[src/rtl/cmp_unit_seq_if.sv]
// ----------------------------------------------------------------------------
// cmp_unit_seq_if
// Operand/result handshake bundle for the sequential compare unit.
//   in_valid / in_ready   : operand request handshake (requester -> unit)
//   op1, op2              : WIDTH-bit operands
//   operation             : [1:0] relation (11 eq, 01 gt, 10 lt), [2] inverts
//   is_signed             : 1 = two's-complement compare
//   out_valid / out_ready : result handshake (unit -> consumer)
//   result, illegal       : compare outcome and illegal-operation flag
// Modports: master = requester/consumer side, slave = compare unit side.
// ----------------------------------------------------------------------------
interface cmp_unit_seq_if #(
   parameter int WIDTH = 32
);
   logic             in_valid;
   logic             in_ready;
   logic [WIDTH-1:0] op1;
   logic [WIDTH-1:0] op2;
   logic [2:0]       operation;
   logic             is_signed;
   logic             out_valid;
   logic             out_ready;
   logic             result;
   logic             illegal;

   modport master (
      output in_valid, op1, op2, operation, is_signed, out_ready,
      input  in_ready, out_valid, result, illegal
   );

   modport slave (
      input  in_valid, op1, op2, operation, is_signed, out_ready,
      output in_ready, out_valid, result, illegal
   );
endinterface

[src/rtl/cmp_unit_seq.sv]
// ----------------------------------------------------------------------------
// cmp_unit_seq
// Sequential compare unit for the branch / set-on-compare path. Operands are
// compared MSB-first in CHUNK-bit slices, one slice per cycle, stopping at the
// first slice that differs. Only the top slice honours is_signed (its MSB is
// the sign bit); lower slices are always compared unsigned.
// Ports:
//   clk   : single clock, rising edge
//   rst_n : synchronous active-low reset
//   bus   : cmp_unit_seq_if.slave (operand and result handshakes)
// Parameters:
//   WIDTH : operand width, multiple of CHUNK
//   CHUNK : bits compared per cycle
// ----------------------------------------------------------------------------
module cmp_unit_seq #(
   parameter int WIDTH = 32,
   parameter int CHUNK = 8
) (
   input  logic          clk,
   input  logic          rst_n,
   cmp_unit_seq_if.slave bus
);

   localparam int NSLICE = WIDTH / CHUNK;
   localparam int IDXW   = (NSLICE > 1) ? $clog2(NSLICE) : 1;
   localparam logic [IDXW-1:0] IDX_TOP = IDXW'(NSLICE - 1);

   typedef enum logic [1:0] {
      ST_IDLE = 2'd0,
      ST_SCAN = 2'd1,
      ST_DONE = 2'd2
   } state_t;

   state_t           state_r;
   logic [WIDTH-1:0] op1_r;
   logic [WIDTH-1:0] op2_r;
   logic [2:0]       op_r;
   logic             signed_r;
   logic [IDXW-1:0]  idx_r;
   logic             result_r;
   logic             illegal_r;
   logic             out_valid_r;

   logic [CHUNK-1:0] slice_a_s;
   logic [CHUNK-1:0] slice_b_s;
   logic             differ_s;
   logic             lt_s;

   // Map lt/gt/eq flags onto the requested relation; bit 2 inverts it.
   function automatic logic calc_result(input logic [2:0] op,
                                        input logic       lt,
                                        input logic       gt,
                                        input logic       eq);
      logic base;
      case (op[1:0])
         2'b11:   base = eq;
         2'b01:   base = gt;
         2'b10:   base = lt;
         default: base = 1'b0;
      endcase
      return base ^ op[2];
   endfunction

   // Select the current slice pair and decide their ordering.
   always_comb begin
      slice_a_s = op1_r[int'(idx_r) * CHUNK +: CHUNK];
      slice_b_s = op2_r[int'(idx_r) * CHUNK +: CHUNK];
      differ_s  = (slice_a_s != slice_b_s);
      // Sign only matters on the most significant slice.
      if ((idx_r == IDX_TOP) && signed_r) begin
         lt_s = ($signed(slice_a_s) < $signed(slice_b_s));
      end else begin
         lt_s = (slice_a_s < slice_b_s);
      end
   end

   assign bus.in_ready  = (state_r == ST_IDLE);
   assign bus.out_valid = out_valid_r;
   assign bus.result    = result_r;
   assign bus.illegal   = illegal_r;

   // Control FSM with operand capture and registered result outputs.
   always_ff @(posedge clk) begin
      if (!rst_n) begin
         state_r     <= ST_IDLE;
         op1_r       <= '0;
         op2_r       <= '0;
         op_r        <= 3'b000;
         signed_r    <= 1'b0;
         idx_r       <= '0;
         result_r    <= 1'b0;
         illegal_r   <= 1'b0;
         out_valid_r <= 1'b0;
      end else begin
         case (state_r)
            ST_IDLE: begin
               if (bus.in_valid) begin
                  op1_r    <= bus.op1;
                  op2_r    <= bus.op2;
                  op_r     <= bus.operation;
                  signed_r <= bus.is_signed;
                  idx_r    <= IDX_TOP;
                  if (bus.operation[1:0] == 2'b00) begin
                     // Illegal relation: answer immediately without scanning.
                     state_r     <= ST_DONE;
                     result_r    <= 1'b0;
                     illegal_r   <= 1'b1;
                     out_valid_r <= 1'b1;
                  end else begin
                     state_r   <= ST_SCAN;
                     illegal_r <= 1'b0;
                  end
               end
            end
            ST_SCAN: begin
               if (differ_s) begin
                  // First differing slice fully decides the ordering.
                  result_r    <= calc_result(op_r, lt_s, !lt_s, 1'b0);
                  out_valid_r <= 1'b1;
                  state_r     <= ST_DONE;
               end else if (idx_r == '0) begin
                  result_r    <= calc_result(op_r, 1'b0, 1'b0, 1'b1);
                  out_valid_r <= 1'b1;
                  state_r     <= ST_DONE;
               end else begin
                  idx_r <= idx_r - IDXW'(1);
               end
            end
            ST_DONE: begin
               if (bus.out_ready) begin
                  out_valid_r <= 1'b0;
                  state_r     <= ST_IDLE;
               end
            end
            default: begin
               out_valid_r <= 1'b0;
               state_r     <= ST_IDLE;
            end
         endcase
      end
   end

endmodule

[src/flat_wrapper.sv]
// flat-port wrapper written by rule: the top's interface ports become plain ports
module cmp_unit_seq_flat 
#(
   parameter int WIDTH = 32,
   parameter int CHUNK = 8
)
  (clk, rst_n, bus_in_valid, bus_op1, bus_op2, bus_operation, bus_is_signed, bus_out_ready, bus_in_ready, bus_out_valid, bus_result, bus_illegal);
  cmp_unit_seq_if #(.WIDTH(WIDTH)) bus_i ();
  input  logic clk;
  input  logic rst_n;
  input wire logic [$bits(bus_i.in_valid)-1:0] bus_in_valid;
  input wire logic [$bits(bus_i.op1)-1:0] bus_op1;
  input wire logic [$bits(bus_i.op2)-1:0] bus_op2;
  input wire logic [$bits(bus_i.operation)-1:0] bus_operation;
  input wire logic [$bits(bus_i.is_signed)-1:0] bus_is_signed;
  input wire logic [$bits(bus_i.out_ready)-1:0] bus_out_ready;
  output wire logic [$bits(bus_i.in_ready)-1:0] bus_in_ready;
  output wire logic [$bits(bus_i.out_valid)-1:0] bus_out_valid;
  output wire logic [$bits(bus_i.result)-1:0] bus_result;
  output wire logic [$bits(bus_i.illegal)-1:0] bus_illegal;
  assign bus_i.in_valid = bus_in_valid;
  assign bus_i.op1 = bus_op1;
  assign bus_i.op2 = bus_op2;
  assign bus_i.operation = bus_operation;
  assign bus_i.is_signed = bus_is_signed;
  assign bus_i.out_ready = bus_out_ready;
  assign bus_in_ready = bus_i.in_ready;
  assign bus_out_valid = bus_i.out_valid;
  assign bus_result = bus_i.result;
  assign bus_illegal = bus_i.illegal;
  cmp_unit_seq #(.WIDTH(WIDTH), .CHUNK(CHUNK)) u_core (.clk(clk), .rst_n(rst_n), .bus(bus_i));
endmodule
[config.mk]
export PLATFORM = sky130hd
export DESIGN_NAME = cmp_unit_seq_flat
export DESIGN_NICKNAME = d
export VERILOG_FILES = /design/src/rtl/cmp_unit_seq_if.sv /design/src/rtl/cmp_unit_seq.sv /design/src/flat_wrapper.sv
export SDC_FILE = /design/constraint.sdc
export NUM_CORES = 1
export LEC_CHECK = 0
export CAP_MARGIN = 10
export CORE_MARGIN = 2
export CORE_UTILIZATION = 50
export CTS_BUF_LIST = sky130_fd_sc_hd__clkbuf_8 sky130_fd_sc_hd__clkbuf_16
export CTS_CLUSTER_SIZE = 20
export DETAILED_ROUTE_END_ITERATION = 7
export GPL_TIMING_DRIVEN = 0
export PLACE_DENSITY = 0.8
export SLEW_MARGIN = 40
export SYNTH_ARGS = -nofsm -noshare
export SYNTH_HDL_FRONTEND = slang
export SYNTH_SLANG_ARGS = --single-unit
[constraint.sdc]
create_clock -name clk -period 7.7 [get_ports clk]
set_input_delay 1.54 -clock clk [delete_from_list [all_inputs] [get_ports clk]]
set_output_delay 1.54 -clock clk [all_outputs]
set_load 0.03 [all_outputs]
==> out/results.ini <==
[setup_path]
worstSetupPathType=reg -> reg
critPathCaptureType=flop
path_max_fanout=10
crit_required_ns=7.91
timing.rr.end=u_core.bus.result$_SDFFE_PN0P_
critical_path.startpoint_type=flop
regToRegSetupSlack_ns=4.19
ff2ff_path_depth=11
rr_startpoint=u_core.idx_r[1]$_SDFFE_PN0P_
arrival_ns=3.72

[die]
die_area_sq_um=7420
io_pins=76
die_h_microns=86.1
num_rows=29
start_util=0.525
die_x_microns=86.1
fp.coreArea_sq_um=6420

[layout]
layout_common_cells=nand2_1, clkdlybuf4s50_1, dfxtp_1, a21oi_1, mux4_2
fin_nets=567
final_common_cell=nand2_1
fillCellCount=535
final_layout_size_suffix_gt1_frac=0.104
antenna_cells=0
syn_to_final_growth_pct=32.2

[global_route]
grt_pass1_wl_mm=14.2
grt_max_degree=13
grtUsageTotal=0.248
antenna_found_initial=0
grt_overflow=0
grt_pass1_vias=3126

[yosys]
syn_inst=399
synthAdderAreaFrac=0.0371
synthesis.nets=481
synth-xor-area-share=0
synth.distinct_cells=36
syn_avg_cell_area_sq_um=8.45
netlist_area_sq_um=3370
synth_compound_area_frac=0.142
ys_seq_area_frac=0.445
synth_seq_cells=75
synth_top_family_by_area=simple AND/OR/NAND/NOR gates
yosys.area_share.simple=0.216
ys_warn_count=0
synthMuxAreaShare=0.110

[routing]
routed_via_density=5.48
wirelength_mm=8.73
dr.pass1.iters=4
ant_nets=0
vias=3105
route.detailed.drc=0
first_iter_violations=181
wl_per_cell_microns=15.4

[sta]
fin_ws_ns=4.19
maxSlewViolCount=0
fin_tns_setup_ns=0
rsz0062_at_grt=false
fin_worst_skew_ns=0.00755
fmax_mhz=285
tightest_slew_ns=0.617
finalCritPeriodShare=0.455
setup_viol_count_final=0
finalHoldViolCount=0
fin_crit_ns=3.51
max_slew_margin=0.588

[cts]
worstSkewPairLatency_ns=0.34
postCtsHoldBufs=0
cts_resized=0
clk_pin_slew_ns=0.07
cts-root-buf=clkbuf_8
clock_sinks=75
numCtsBuffers=9
clk_path_buf_depth=2
postCtsSetupRepairBufs=0
ctsHtreeMaxLevel=3
tritoncts=built

[place]
portBuffers=75
pre_cts_slack_ns=4.24
place.gp.congestion=0.873
dp_hpwl_mm=6.60

[power_and_ir_drop]
power.leakage_nw=1.69
p_per_area_nw_per_um2=234
vdd_drop_max_v=0.000119

[hold_path]
min_path_type=reg -> reg
min_path_cells=2
holdCritStartpoint=u_core.op2_r[16]$_SDFFE_PN0P_
hold_end=u_core.op2_r[16]$_SDFFE_PN0P_

[job]
cap_viol_max_count=0

[run_status]
outcome=complete, no violations

[per-layer routing]
layer	up-vias	share of wire	GRT usage
li1	1523	-	-
met1	1447	0.42	0.303
met2	122	0.49	0.432
met3	13	0.072	0.0414
met4	0	0.019	0.105
met5	-	0	0
[metrics by stage]
step                      instances  utilization  hold slack, ns  instance area, sq um  total power [W]
after floorplan                 399            -           0.433                  3370         0.000607
after global placement          551        0.657           0.440                  4220         0.000688
after detailed placement        551        0.657           0.446                  4220         0.000697
after CTS                       567        0.694           0.456                  4460          0.00104
after global routing            567        0.694           0.474                  4460          0.00109
final                           567        0.694           0.455                  4460          0.00104
[worst max-delay path: stages, from the launching register on]
cell      delay [ns]
dfxtp_1         0.33
clkbuf_1        0.49
buf_2           0.39
mux4_2          0.36
ha_1            0.34
a21oi_1         0.17
nor2_1          0.06
a211oi_1        0.38
a21oi_1         0.15
o31ai_2         0.32
mux2i_1         0.27
o311ai_1        0.12
[state kept, by name, indices dropped and copies added (netlist names)]
register / count
u_core.op2_r: 32
u_core.idx_r: 2
u_core.bus.out_valid: 1
u_core.bus.result: 1
u_core.op_r: 3
u_core.signed_r: 1
u_core.op1_r: 32
u_core.bus.illegal: 1
u_core.state_r: 2
[synthesized netlist by cell type]
cell type / instances / area [sq um]
a21o_2: 1 / 8.76
mux2i_1: 1 / 10.0
nor4b_4: 1 / 23.8
mux4_2: 16 / 360
o21ai_0: 1 / 5.00
nor3_1: 4 / 20.0
nand4_2: 1 / 12.5
a211o_1: 1 / 8.76
nand3_1: 1 / 5.00
or2_4: 1 / 8.76
nor2b_1: 2 / 12.5
o2111ai_1: 1 / 8.76
and3_1: 1 / 6.26
buf_2: 14 / 70.1
a211oi_1: 4 / 30.0
o311ai_1: 1 / 8.76
or4b_1: 1 / 10.0
and2_1: 1 / 6.26
nand2_1: 140 / 526
nor4_1: 1 / 6.26
o211a_1: 1 / 10.0
buf_1: 2 / 7.51
a21oi_1: 70 / 350
inv_1: 12 / 45.0
o211ai_1: 1 / 7.51
ha_1: 10 / 125
clkinv_1: 1 / 3.75
and3_4: 1 / 11.3
nor2_1: 11 / 41.3
clkbuf_1: 11 / 41.3
nand3b_1: 3 / 22.5
o31ai_2: 1 / 12.5
a21boi_0: 4 / 30.0
dfxtp_1: 75 / 1500
and4b_1: 1 / 10.0
nand4_1: 1 / 6.26
[layout make-up]
cell class | count | area, sq um | share of cell area
multi-input cells | 284 | 1700 | 0.382
flip-flops and latches | 75 | 1500 | 0.337
repair buffers | 75 | 751 | 0.168
clock buffers | 12 | 165 | 0.0370
plain buffers | 27 | 119 | 0.0267
well taps | 77 | 96.3 | 0.0216
clock inverters | 4 | 72.6 | 0.0163
inverters | 13 | 48.8 | 0.0109
[worst max-delay path by stage]
stage / startpoint / endpoint / slack [ns] / depth (start not counted)
2_1_floorplan: u_core.idx_r[0]$_SDFFE_PN0P_ / u_core.bus.result$_SDFFE_PN0P_ / 4.79 / 11
5_1_grt: u_core.idx_r[1]$_SDFFE_PN0P_ / u_core.bus.result$_SDFFE_PN0P_ / 3.96 / 11
3_3_place_gp: rst_n / u_core.op2_r[5]$_SDFFE_PN0P_ / 4.31 / 5
3_5_place_dp: rst_n / u_core.op2_r[2]$_SDFFE_PN0P_ / 4.24 / 5
6_report: u_core.idx_r[1]$_SDFFE_PN0P_ / u_core.bus.result$_SDFFE_PN0P_ / 4.19 / 11
4_1_cts: u_core.idx_r[1]$_SDFFE_PN0P_ / u_core.bus.result$_SDFFE_PN0P_ / 4.21 / 11
[kinds of logic (layout without fill, tap and decap cells)]
logic type | Yosys count | in the layout
buf+inv | 40 | 131
mux | 17 | 17
compound gates | 86 | 86
fa+ha+maj | 10 | 10
simple gates | 171 | 171
flops | 75 | 75
[power breakdown]
group / total [W] / switching (W) / internal (W) / leakage (nW)
Clock: 0.000351 / 0.000142 / 0.000209 / 0.124
Combinational: 0.000248 / 0.000130 / 0.000117 / 0.949
Sequential: 0.000443 / 0.0000217 / 0.000422 / 0.616
No activity file was read; power rests on OpenSTA's default activity.
==> patch, RTL diff (same settings) <==
`WIDTH` is set to 32 in 3 places; all go to 64.
--- a/src/rtl/cmp_unit_seq_if.sv
+++ b/src/rtl/cmp_unit_seq_if.sv
@@ -11,5 +11,5 @@
 // ----------------------------------------------------------------------------
 interface cmp_unit_seq_if #(
-   parameter int WIDTH = 32
+   parameter int WIDTH = 64
 );
    logic             in_valid;
--- a/src/rtl/cmp_unit_seq.sv
+++ b/src/rtl/cmp_unit_seq.sv
@@ -14,5 +14,5 @@
 // ----------------------------------------------------------------------------
 module cmp_unit_seq #(
-   parameter int WIDTH = 32,
+   parameter int WIDTH = 64,
    parameter int CHUNK = 8
 ) (
--- a/src/flat_wrapper.sv
+++ b/src/flat_wrapper.sv
@@ -2,5 +2,5 @@
 module cmp_unit_seq_flat 
 #(
-   parameter int WIDTH = 32,
+   parameter int WIDTH = 64,
    parameter int CHUNK = 8
 )
Ports: changed (resized bus_op1 and bus_op2); port bits go from 76 to 140. No check against the original RTL was run, so the function may have changed too.
==> patch against the unedited design <==
- power rose by 110%
- setup slack got worse by 0.057 ns
- clock power rose by 140%
- non-clock buffer count rose by 91
- largest power group is now clock
- critical path type unchanged
- utilization fell by 0.30 points
- hold slack got worse by 0.0024 ns
- routed wire length rose by 100%
- final area rose by 86%
- die area rose by 77%
- largest cell class unchanged
- area after synthesis rose by 82%
- sequential cell count rose by 65
==> patch: results (changes against the unedited design) <==
{| class="wikitable"
! Metric !! Value
|-
| Cell type of the slowest stage on the worst timing path || mux4_2 (was clkbuf_1)
|-
| Resized Gates After CTS || 0 (unchanged)
|-
| Biggest area contributors in the synthesized netlist || dfxtp_1 46%, nand2_1 18%, mux4_2 12% (was dfxtp_1 45%, nand2_1 16%, mux4_2 11%)
|-
| Worst voltage drop across the vdd grid || 0.000159 V (was 0.000119 V)
|-
| Run status || finished clean (unchanged)
|-
| Leading post-synthesis cells by instance count || 294 x nand2_1, 143 x a21oi_1, 140 x dfxtp_1, 33 x mux4_2, 21 x clkbuf_1 (was 140 x nand2_1, 75 x dfxtp_1, 70 x a21oi_1, 16 x mux4_2, 14 x buf_2)
|-
| Vias per cell || 5.53 (was 5.48)
|-
| Detailed Place HPWL || 12.1 mm (was 6.60 mm)
|-
| Sw Ratio || 29.7% (was 28.2%)
|-
| First-pass GRT wire length || 27.6 mm (was 14.2 mm)
|-
| Pre-antenna DRT Iters || 5 (was 4)
|-
| Registers with the most flip-flops || u_core.op1_r x64, u_core.op2_r x64 (was u_core.op1_r x32, u_core.op2_r x32, u_core.op_r x3)
|-
| Max-capacitance violation count || 0 (unchanged)
|-
| Data arrival, critical path || 3.92 ns (was 3.72 ns)
|-
| Post-synthesis sequential area ratio || 45.7% (was 44.5%)
|-
| Worst-skew pair later-pin latency || 0.43 ns (was 0.34 ns)
|-
| Net Switching || 637 µW (was 294 µW)
|-
| Number of port buffers || 139 (was 75)
|-
| Via count of the first global-routing pass || 5,608 (was 3,126)
|-
| Fill cells || 934 (was 535)
|-
| Unique masters post-synth || 39 (was 36)
|-
| Root Buffer || clkbuf_16 (was clkbuf_8)
|-
| Synthesized netlist net count || 870 (was 481)
|-
| Reported combinational group power || 477 µW (was 248 µW)
|-
| Synth Area per Inst || 8.48 µm² (was 8.45 µm²)
|-
| H-tree level count || 4 (was 3)
|-
| Leakage Power || 3.17 nW (was 1.69 nW)
|-
| FF-to-FF setup slack || 4.14 ns (was 4.19 ns)
|-
| Drt wl/cell || 16.9 µm (was 15.4 µm)
|-
| Slowest cell delay on critical path || 0.55 ns (was 0.49 ns)
|-
| Power of the clock network || 834 µW (was 351 µW)
|-
| Maximum number of pins on one net before global-route repair || 17 (was 13)
|-
| Number of standard cells in the layout, taps in and fillers out || 1,041 (was 567)
|-
| Drt first-iter violations || 484 (was 181)
|-
| Ratio of cells with drive above 1 in the final layout || 11.3% (was 10.4%)
|-
| Hold path startpoint || u_core.op2_r[18] (was u_core.op2_r[16])
|-
| Remaining max-slew budget at the tightest pin || 61.4% (was 58.8%)
|-
| Inserted Clock Buffers || 17 (was 9)
|-
| Area of combinational cells with multiple inputs || 3040 µm² (was 1700 µm²)
|-
| Largest delay share family, worst path || multiplexers (was compound AO/OA/AOI/OAI gates)
|-
| Fin Clk Skew || 0.0116 ns (was 0.00755 ns)
|}
## patch: cell types whose count changed in the layout (fill, tap and decap cells not counted), moves of 9 or more
cell	delta
a21oi_1	+73
mux4_2	+17
nand2_1	+154
clkdlybuf4s50_1	+64
clkbuf_16	+17
nor2_1	-9
clkbuf_1	+10
inv_1	-9
clkbuf_8	-11
dfxtp_1	+65
## patch: worst min-delay path: stages, from the launching register on
cell	delay [ns]
dfxtp_1	0.31
nand2_1	0.05
a21oi_1	0.05
## patch: worst paths after layout
kind,endpoint,depth (start not counted)
max,u_core.bus.result,12
max reg2reg,u_core.bus.result,12
min,u_core.op2_r[18],2
min reg2reg,u_core.op2_r[18],2
## patch: logic make-up (layout without fill, tap and decap cells)
logic type	after synthesis	after routing	synth area share, %
buffers and inverters	58	229	4.61
AOI/OAI and AO/OA	153	153	12.9
adders and majority gates	11	11	2.25
muxes	42	42	13.6
and+or+nand+nor	317	317	20.6
DFF	140	140	45.7
xor gates and xnor gates	2	2	0.286
## patch: layout make-up
class	instances	share of cell area [%]
inverters	4	0.211
flip-flops and latches	140	33.8
plain buffers	54	3.20
clock inverters	14	1.91
multi-input cells	525	36.7
repair buffers	139	16.8
clock buffers	18	5.29
well taps	147	2.22
## patch: through the flow
stage                     hold WS [ns]  setup slack (ns)
after floorplan                  0.433              4.71
after global placement           0.439              4.28
after detailed placement         0.444              4.19
after CTS                        0.453              4.13
after global routing             0.468              3.92
final                            0.453              4.14
## patch: per-layer routing
layer | wire, µm | part of all wire (%) | track usage [%]
met1 | 7140 | 41 | 35.4
met4 | 372 | 2.1 | 10.7
met3 | 1450 | 8.2 | 6.41
met5 | 0 | 0 | 0
met2 | 8660 | 49 | 46.5
